===== src/rtl/ca_code_gen.sv =====
// GPS L1 C/A Gold-code generator (G1/G2 LFSR pair) for one tracking channel.
// Optional nav-bit epoch counter enabled by defining CA_GEN_EPOCH_COUNT_EN.
module ca_code_gen #(
  parameter int CODE_LENGTH = 1023,
  parameter int PRN_WIDTH   = 6
) (
  input  logic                 clk,
  input  logic                 reset,
  input  logic                 init,
  input  logic [PRN_WIDTH-1:0] prn,
  input  logic                 chip_en,
  output logic                 code,
  output logic [9:0]           chip_index,
  output logic                 epoch,
  output logic                 valid,
  output logic [4:0]           epoch_count
);

  localparam logic [9:0] LAST_CHIP = 10'(CODE_LENGTH - 1);

  function automatic logic prn_legal(input logic [PRN_WIDTH-1:0] p);
    int unsigned v;
    v = 32'(p);
    return (v >= 1) && (v <= 32);
  endfunction

  // Returns {s1, s2}: the two G2 stages XORed to form the PRN's phase shift.
  function automatic logic [7:0] phase_taps(input logic [PRN_WIDTH-1:0] p);
    int unsigned v;
    v = 32'(p);
    case (v)
      1:  return {4'd2, 4'd6};
      2:  return {4'd3, 4'd7};
      3:  return {4'd4, 4'd8};
      4:  return {4'd5, 4'd9};
      5:  return {4'd1, 4'd9};
      6:  return {4'd2, 4'd10};
      7:  return {4'd1, 4'd8};
      8:  return {4'd2, 4'd9};
      9:  return {4'd3, 4'd10};
      10: return {4'd2, 4'd3};
      11: return {4'd3, 4'd4};
      12: return {4'd5, 4'd6};
      13: return {4'd6, 4'd7};
      14: return {4'd7, 4'd8};
      15: return {4'd8, 4'd9};
      16: return {4'd9, 4'd10};
      17: return {4'd1, 4'd4};
      18: return {4'd2, 4'd5};
      19: return {4'd3, 4'd6};
      20: return {4'd4, 4'd7};
      21: return {4'd5, 4'd8};
      22: return {4'd6, 4'd9};
      23: return {4'd1, 4'd3};
      24: return {4'd4, 4'd6};
      25: return {4'd5, 4'd7};
      26: return {4'd6, 4'd8};
      27: return {4'd7, 4'd9};
      28: return {4'd8, 4'd10};
      29: return {4'd1, 4'd6};
      30: return {4'd2, 4'd7};
      31: return {4'd3, 4'd8};
      32: return {4'd4, 4'd9};
      default: return {4'd1, 4'd1};
    endcase
  endfunction

  logic [1:10]          g1;
  logic [1:10]          g2;
  logic [PRN_WIDTH-1:0] prn_q;
  logic [3:0]           s1;
  logic [3:0]           s2;
  logic                 g1_fb;
  logic                 g2_fb;
  logic                 at_last;

  assign g1_fb   = g1[3] ^ g1[10];
  assign g2_fb   = g2[2] ^ g2[3] ^ g2[6] ^ g2[8] ^ g2[9] ^ g2[10];
  assign at_last = (chip_index == LAST_CHIP);
  assign {s1, s2} = phase_taps(prn_q);
  assign code    = valid & (g1[10] ^ g2[s1] ^ g2[s2]);

  // Wrap reloads the LFSRs so shortened test lengths still restart at chip 0.
  always_ff @(posedge clk or negedge reset) begin
    if (!reset) begin
      g1         <= '1;
      g2         <= '1;
      chip_index <= '0;
      prn_q      <= '0;
      valid      <= 1'b0;
      epoch      <= 1'b0;
    end else if (init) begin
      g1         <= '1;
      g2         <= '1;
      chip_index <= '0;
      prn_q      <= prn;
      valid      <= prn_legal(prn);
      epoch      <= prn_legal(prn);
    end else begin
      epoch <= 1'b0;
      if (chip_en) begin
        if (at_last) begin
          g1         <= '1;
          g2         <= '1;
          chip_index <= '0;
          epoch      <= valid;
        end else begin
          g1         <= {g1_fb, g1[1:9]};
          g2         <= {g2_fb, g2[1:9]};
          chip_index <= chip_index + 10'd1;
        end
      end
    end
  end

`ifdef CA_GEN_EPOCH_COUNT_EN
  logic [4:0] epoch_cnt;

  always_ff @(posedge clk or negedge reset) begin
    if (!reset) begin
      epoch_cnt <= '0;
    end else if (init) begin
      epoch_cnt <= '0;
    end else if (chip_en && at_last && valid) begin
      epoch_cnt <= (epoch_cnt == 5'd19) ? 5'd0 : epoch_cnt + 5'd1;
    end
  end

  assign epoch_count = epoch_cnt;
`else
  assign epoch_count = '0;
`endif

endmodule


===== config.mk =====
export PLATFORM = sky130hd
export DESIGN_NAME = ca_code_gen
export DESIGN_NICKNAME = d
export VERILOG_FILES = /design/src/rtl/ca_code_gen.sv
export SDC_FILE = /design/constraint.sdc
export NUM_CORES = 1
export LEC_CHECK = 0
export BUFFER_PORTS_ARGS = -buffer_cell sky130_fd_sc_hd__clkbuf_2
export CORE_MARGIN = 2
export CORE_UTILIZATION = 45
export DETAILED_ROUTE_END_ITERATION = 16
export PLACE_DENSITY = 0.62
export SYNTH_ARGS = -nofsm -noshare
export SYNTH_HDL_FRONTEND = slang
export SYNTH_SLANG_ARGS = --single-unit

===== constraint.sdc =====
create_clock -name clk -period 9.8 [get_ports clk]
set_clock_uncertainty 0.05 [all_clocks]
set_input_delay 1.47 -clock clk [delete_from_list [all_inputs] [get_ports clk]]
set_output_delay 1.47 -clock clk [all_outputs]
set_load 0.1 [all_outputs]

==> results of run 1 <==
-- cells in the final DEF, fill, tap and decap left out, types with 2 or more instances in the layout --
| cell | instances |
|---|---|
| nor2_1 | 47 |
| clkbuf_2 | 22 |
| nor3_1 | 21 |
| o21ai_0 | 20 |
| dfstp_2 | 20 |
| dfrtp_1 | 18 |
| nand2_1 | 17 |
| a21oi_1 | 14 |
| xnor2_1 | 9 |
| ha_1 | 9 |
| inv_1 | 8 |
| nand3_1 | 8 |
| mux2i_1 | 6 |
| clkbuf_8 | 6 |
| mux2_2 | 5 |
| conb_1 | 5 |
| nand2b_1 | 4 |
| nand4_1 | 4 |
| xor2_1 | 4 |
| or2_2 | 3 |
| or3_1 | 3 |
| mux4_2 | 3 |
| o31ai_1 | 3 |
| and3_1 | 3 |
| a31oi_1 | 3 |
| mux2_4 | 2 |
| o21a_1 | 2 |
| nor2b_1 | 2 |
| or2_1 | 2 |
| a31o_2 | 2 |
| nand4b_1 | 2 |
| a211oi_1 | 2 |
| bufinv_16 | 2 |
-- logic make-up after synthesis --
logic type	after synthesis	synth area share (%)
AOI/OAI and AO/OA	61	15.79
DFF	38	37.66
other	1	0.1447
xor gates and xnor gates	13	4.394
buffers and inverters	33	6.904
adders and majority gates	9	4.346
and+or+nand+nor	122	22.50
muxes	16	8.257
-- metrics by stage --
| stage | hold WS [ns] | cells | power, mW | util [%] |
|---|---|---|---|---|
| after global routing | 0.4794 | 375 | 0.5072 | 50.68 |
| after CTS | 0.4566 | 375 | 0.4856 | 50.68 |
| final | 0.4563 | 375 | 0.4816 | 50.68 |
| after floorplan | 0.4182 | 297 | 0.3008 | - |
| after global placement | 0.4440 | 367 | 0.3207 | 48.10 |
| after detailed placement | 0.4450 | 367 | 0.3211 | 48.10 |
-- worst paths after layout --
check / from / endpoint / slack, ns / depth (start not counted)
setup reg to reg: chip_index[0] / chip_index[8] / 7.37 / 9
hold reg to reg: g1[8] / g1[8] / 0.46 / 2
max in group asynchronous: reset / prn_q[5] / 7.87 / 1
setup / recovery: prn_q[1] / code / 4.64 / 11
min in group asynchronous: reset / chip_index[3] / 1.26 / 1
hold / removal: g1[8] / g1[8] / 0.46 / 2
-- area by class of cell --
type / instances / area, um^2
Fill cell: 522 / 2733
Multi-Input combinational cell: 226 / 1451
Sequential cell: 38 / 975.9
Timing Repair Buffer: 23 / 117.6
Tap cell: 72 / 90.09
Clock buffer: 6 / 82.58
Clock inverter: 2 / 60.06
Inverter: 8 / 30.03
-- report_power, final --
part	switching [mW]	internal [mW]
sequential	0.0172	0.167
combinational	0.0868	0.0473
clock	0.0544	0.109
-- metal layers --
metal	share of wire, %	GRT usage, %	vias to the layer above
met3	4.3	3.620	5
li1	-	-	1040
met4	1.3	5.763	0
met5	0	0	-
met2	47	29.58	44
met1	47	25.11	988
-- sequential cells by signal, indices dropped and copies added, names as in the netlist --
register and count:
g2 10, chip_index 10, valid 1, epoch 1, g1 10, prn_q 6
-- critical path, cell delays in order (launching register included) --
cell	delay, ns
dfrtp_1	0.58
inv_1	0.21
ha_1	0.40
o21ai_0	0.17
a21oi_1	0.08
or3_1	0.48
a221o_1	0.38
nand4b_1	0.12
o211ai_2	0.10
or2_1	0.21
mux2i_1	0.13
clkbuf_2	0.47
==> impl_metrics.ini, run 1 <==
[outcome]
run_status = finished, final reports clean

[drt]
postRouteAntennaNets = 0
avgViaCountPerCell = 5.539
drcViolationCount = 0
drt_iter0_markers = 99
post_drt_wl_per_cell_um = 14.34
wl_um = 5377
via_count = 2077
first_pass_iters = 4

[clocking]
root_buffer = clkbuf_8
cts_resized = 0
clkLatencyLatePin_ns = 0.29
cts_buffer_depth = 2
cts_setup_buffers = 0
path_clk_slew_ns = 0.08
cts.sinks = 38
cts_made_buffers = 5
cts_tree = done
htreeDepth = 2
holdBufCountCts = 0

[synth]
syn_area_um2 = 2591
seq_area_frac_synth_pct = 37.66
synthTopCellsByCount = nor2_1 (47), nor3_1 (21), dfstp_2 (20), o21ai_0 (20), dfrtp_1 (18)
synth.top_cells.by_area = dfstp_2 (20%), dfrtp_1 (17%), nor2_1 (6.8%)
netlist.top_cell.by_area = dfstp_2
ys_types = 56
synthCells = 293
yosysMostFrequentCell = nor2_1
synth_flop_cell = dfstp_2
synth_edf_count = 0
synth_top_area_share_pct = 20.28
yosys_warnings = 0
synth_seq_cells = 38
synthArstFlopShare_pct = 100.0
syn_area_per_cell_um2 = 8.844

[layout]
num_antenna_cells = 0
drive_gt1_share_pct = 23.76
fin_area_um2 = 2808
syn_to_final_growth_pct = 8.353
nNetsFinal = 321

[pwr]
p_per_area_nw_per_um2 = 171.5
power.leakage_nw = 1.183
vdd_drop_max_mv = 0.1201

[critical_path]
setup.worst_path.end_class = output port
cp.required_ns = 8.28
cp.arrival_ns = 3.64
cp-start-kind = flop
path_class = flop to output port
worstPathMaxFanout = 11

[die]
die_area_um2 = 6382
core_area_um2 = 5540
io_pins = 28
rows = 27
die_w_um = 79.89
die_y_um = 79.89
start_util_pct = 46.77

[placement]
placed_area_um2 = 2665
dp_slack_ns = 4.961
dp_hpwl_um = 3669
portBuffers = 22
gp_congestion = 0.8308

[global_route]
grt_overflow_total = 0
antenna_found_initial = 0
grt_pass1_vias = 1954
grt_pass1_wl_um = 9335
track_usage_pct = 18.45
grt_max_degree = 39

[timing]
timing.fmax_mhz = 193.9
worst_slack_ns = 4.643
worst_slew_pin_slew_ns = 0.9289
period_share_pct = 52.63
maxSlewHeadroom_pct = 38.07
fin_setup_tns_ns = 0
finalHoldViolations = 0
maxSlewViolCount = 0
min_period_ns = 5.157
setup-violations-final = 0
rsz0062_at_grt = no

[min_path]
hp-class = flop to flop

[flow_run]
max_cap_violations = 0
Note: power is estimated with default switching activity, not from simulation.
==> run 2, diff against run 1 <==
Settings changed: PLACE_DENSITY 0.62 to 0.64.
Clock period 9.8 ns to 4.6 ns, I/O delays scaled along.
==> run 2 against run 1 <==
Effect of this change:
- wire length grew 1.8%
- critical path depth is the same
- register-to-register slack worse by 5.2 ns
- highest routed layer unchanged
- sequential power up 110%
- critical endpoint unchanged
- largest power group unchanged
==> impl_metrics.ini, run 2 (synthesized netlist as in run 1, its figures left out) <==
[clocking]
clkLatencyLatePin_ns = 0.29
cts_resized = 0
cts.sinks = 38
cts_tree = done
cts_made_buffers = 5
path_clk_slew_ns = 0.08
htreeDepth = 2
cts_buffer_depth = 2
root_buffer = clkbuf_8
holdBufCountCts = 0
cts_setup_buffers = 0

[timing]
timing.fmax_mhz = 232.4
maxSlewHeadroom_pct = 39.21
setup-violations-final = 0
maxSlewViolCount = 0
finalHoldViolations = 0
fin_setup_tns_ns = 0
period_share_pct = 93.54
min_period_ns = 4.303
worst_slew_pin_slew_ns = 0.9118
rsz0062_at_grt = no

[placement]
dp.cells = 370
dp_hpwl_um = 3853
portBuffers = 22
placed_area_um2 = 2691
gp_congestion = 0.8557

[drt]
post_drt_wl_per_cell_um = 14.48
via_count = 2114
drt_iter0_markers = 141
avgViaCountPerCell = 5.593
wl_um = 5474
first_pass_iters = 4
drcViolationCount = 0
postRouteAntennaNets = 0

[die]
rows = 27
io_pins = 28
die_y_um = 79.89
start_util_pct = 46.77
core_area_um2 = 5540
die_area_um2 = 6382
die_w_um = 79.89

[layout]
final_cell_mix = nor2_1 (47), clkbuf_2 (22), nor3_1 (21), o21ai_0 (20), dfstp_2 (20)
nNetsFinal = 324
reg_top3 = chip_index: 10 flops, g1: 10 flops, g2: 10 flops
drive_gt1_share_pct = 24.84
syn_to_final_growth_pct = 7.340
mostFrequentLayoutCell = nor2_1
nFillCells = 532
fin_area_um2 = 2781
num_antenna_cells = 0
layoutNonFillerInstCount = 378

[pwr]
vdd_drop_max_mv = 0.1630
p_per_area_nw_per_um2 = 328.6
power.leakage_nw = 1.169
power_uw = 913.9

[critical_path]
path_class = flop to output port
slowest_delay_ns = 0.56
cp-start-kind = flop
cp.arrival_ns = 3.56
cp_cell_sequence = inv_1 -> ha_1 -> o21ai_0 -> a21oi_1 -> or3_1 -> or3_1 -> a311o_1 -> o211ai_2 -> nand2_1 -> mux2i_2 -> clkbuf_2
cp.required_ns = 3.86
cp_slowest_cell = dfrtp_1
r2r_start = chip_index[0]
setup.worst_path.end_class = output port
setup.worst_path.start = prn_q[1]
crit_top_cell = or3_1
worstPathMaxFanout = 11

[global_route]
grt_max_degree = 39
grt_pass1_wl_um = 9418
antenna_found_initial = 0
grt_pass1_vias = 2000
track_usage_pct = 18.87
grt_overflow_total = 0

[outcome]
run_status = finished, final reports clean

[min_path]
hold_path.startpoint = g1[7]
hp-class = flop to flop

[flow_run]
max_cap_violations = 0
run 2: changes by cell type in the layout (fill, tap and decap cells not counted), sizes merged:
cell / delta
bufinv: -2
clkinvlp: +1
clkbuf: -1
clkinv: +2
buf: +3
run 2: power breakdown:
| group | internal (mW) | total, mW | leakage, nW | switching, mW |
|---|---|---|---|---|
| logic | 0.105 | 0.299 | 0.680 | 0.193 |
| registers | 0.357 | 0.388 | 0.445 | 0.0310 |
| clock network | 0.106 | 0.228 | 0.0441 | 0.121 |
| total | 0.568 | 0.914 | 1.17 | 0.345 |
run 2: cell type report:
cell class	count	area, um^2	area share [%]
multi-input combinational	226	1455	52.32
tap	72	90.09	3.239
sequential	38	975.9	35.09
clock inverter	3	21.27	0.7647
clock buffer	5	68.82	2.474
inverter	8	30.03	1.080
timing repair buffer	26	140.1	5.038
run 2: metal layers:
metal  vias to the layer above  GRT usage (%)  share of wire [%]
met2                        36          31.25                 49
met5                         -              0                  0
met3                         8          3.394                3.0
met4                         0          7.119                1.6
li1                       1044              -                  -
met1                      1026          24.51                 46
run 2: metrics by stage:
step	setup slack [ns]	utilization [%]	hold WS, ns
finish	0.2971	50.20	0.4604
global route	0.1136	50.20	0.4763
CTS	0.2855	50.20	0.4595
detailed placement	0.6212	48.58	0.4486
global placement	0.6773	48.58	0.4435
floorplan	0.2767	-	0.3444
run 2: critical path: cells and delay by family (launching register included):
| family | cells | cell delay, ns |
|---|---|---|
| compound gates | 4 | 0.66 |
| simple gates | 3 | 0.89 |
| fa+ha+maj | 1 | 0.38 |
| buf+inv | 2 | 0.66 |
| flops | 1 | 0.56 |
| mux | 1 | 0.14 |
run 2: final timing paths:
path | end | cells after the start | slack, ns
max | code | 11 | 0.30
min | g1[7] | 2 | 0.46
max reg2reg | chip_index[3] | 9 | 2.20
min reg2reg | g1[7] | 2 | 0.46
max in group asynchronous | chip_index[1] | 1 | 3.47
min in group asynchronous | chip_index[0] | 1 | 0.47
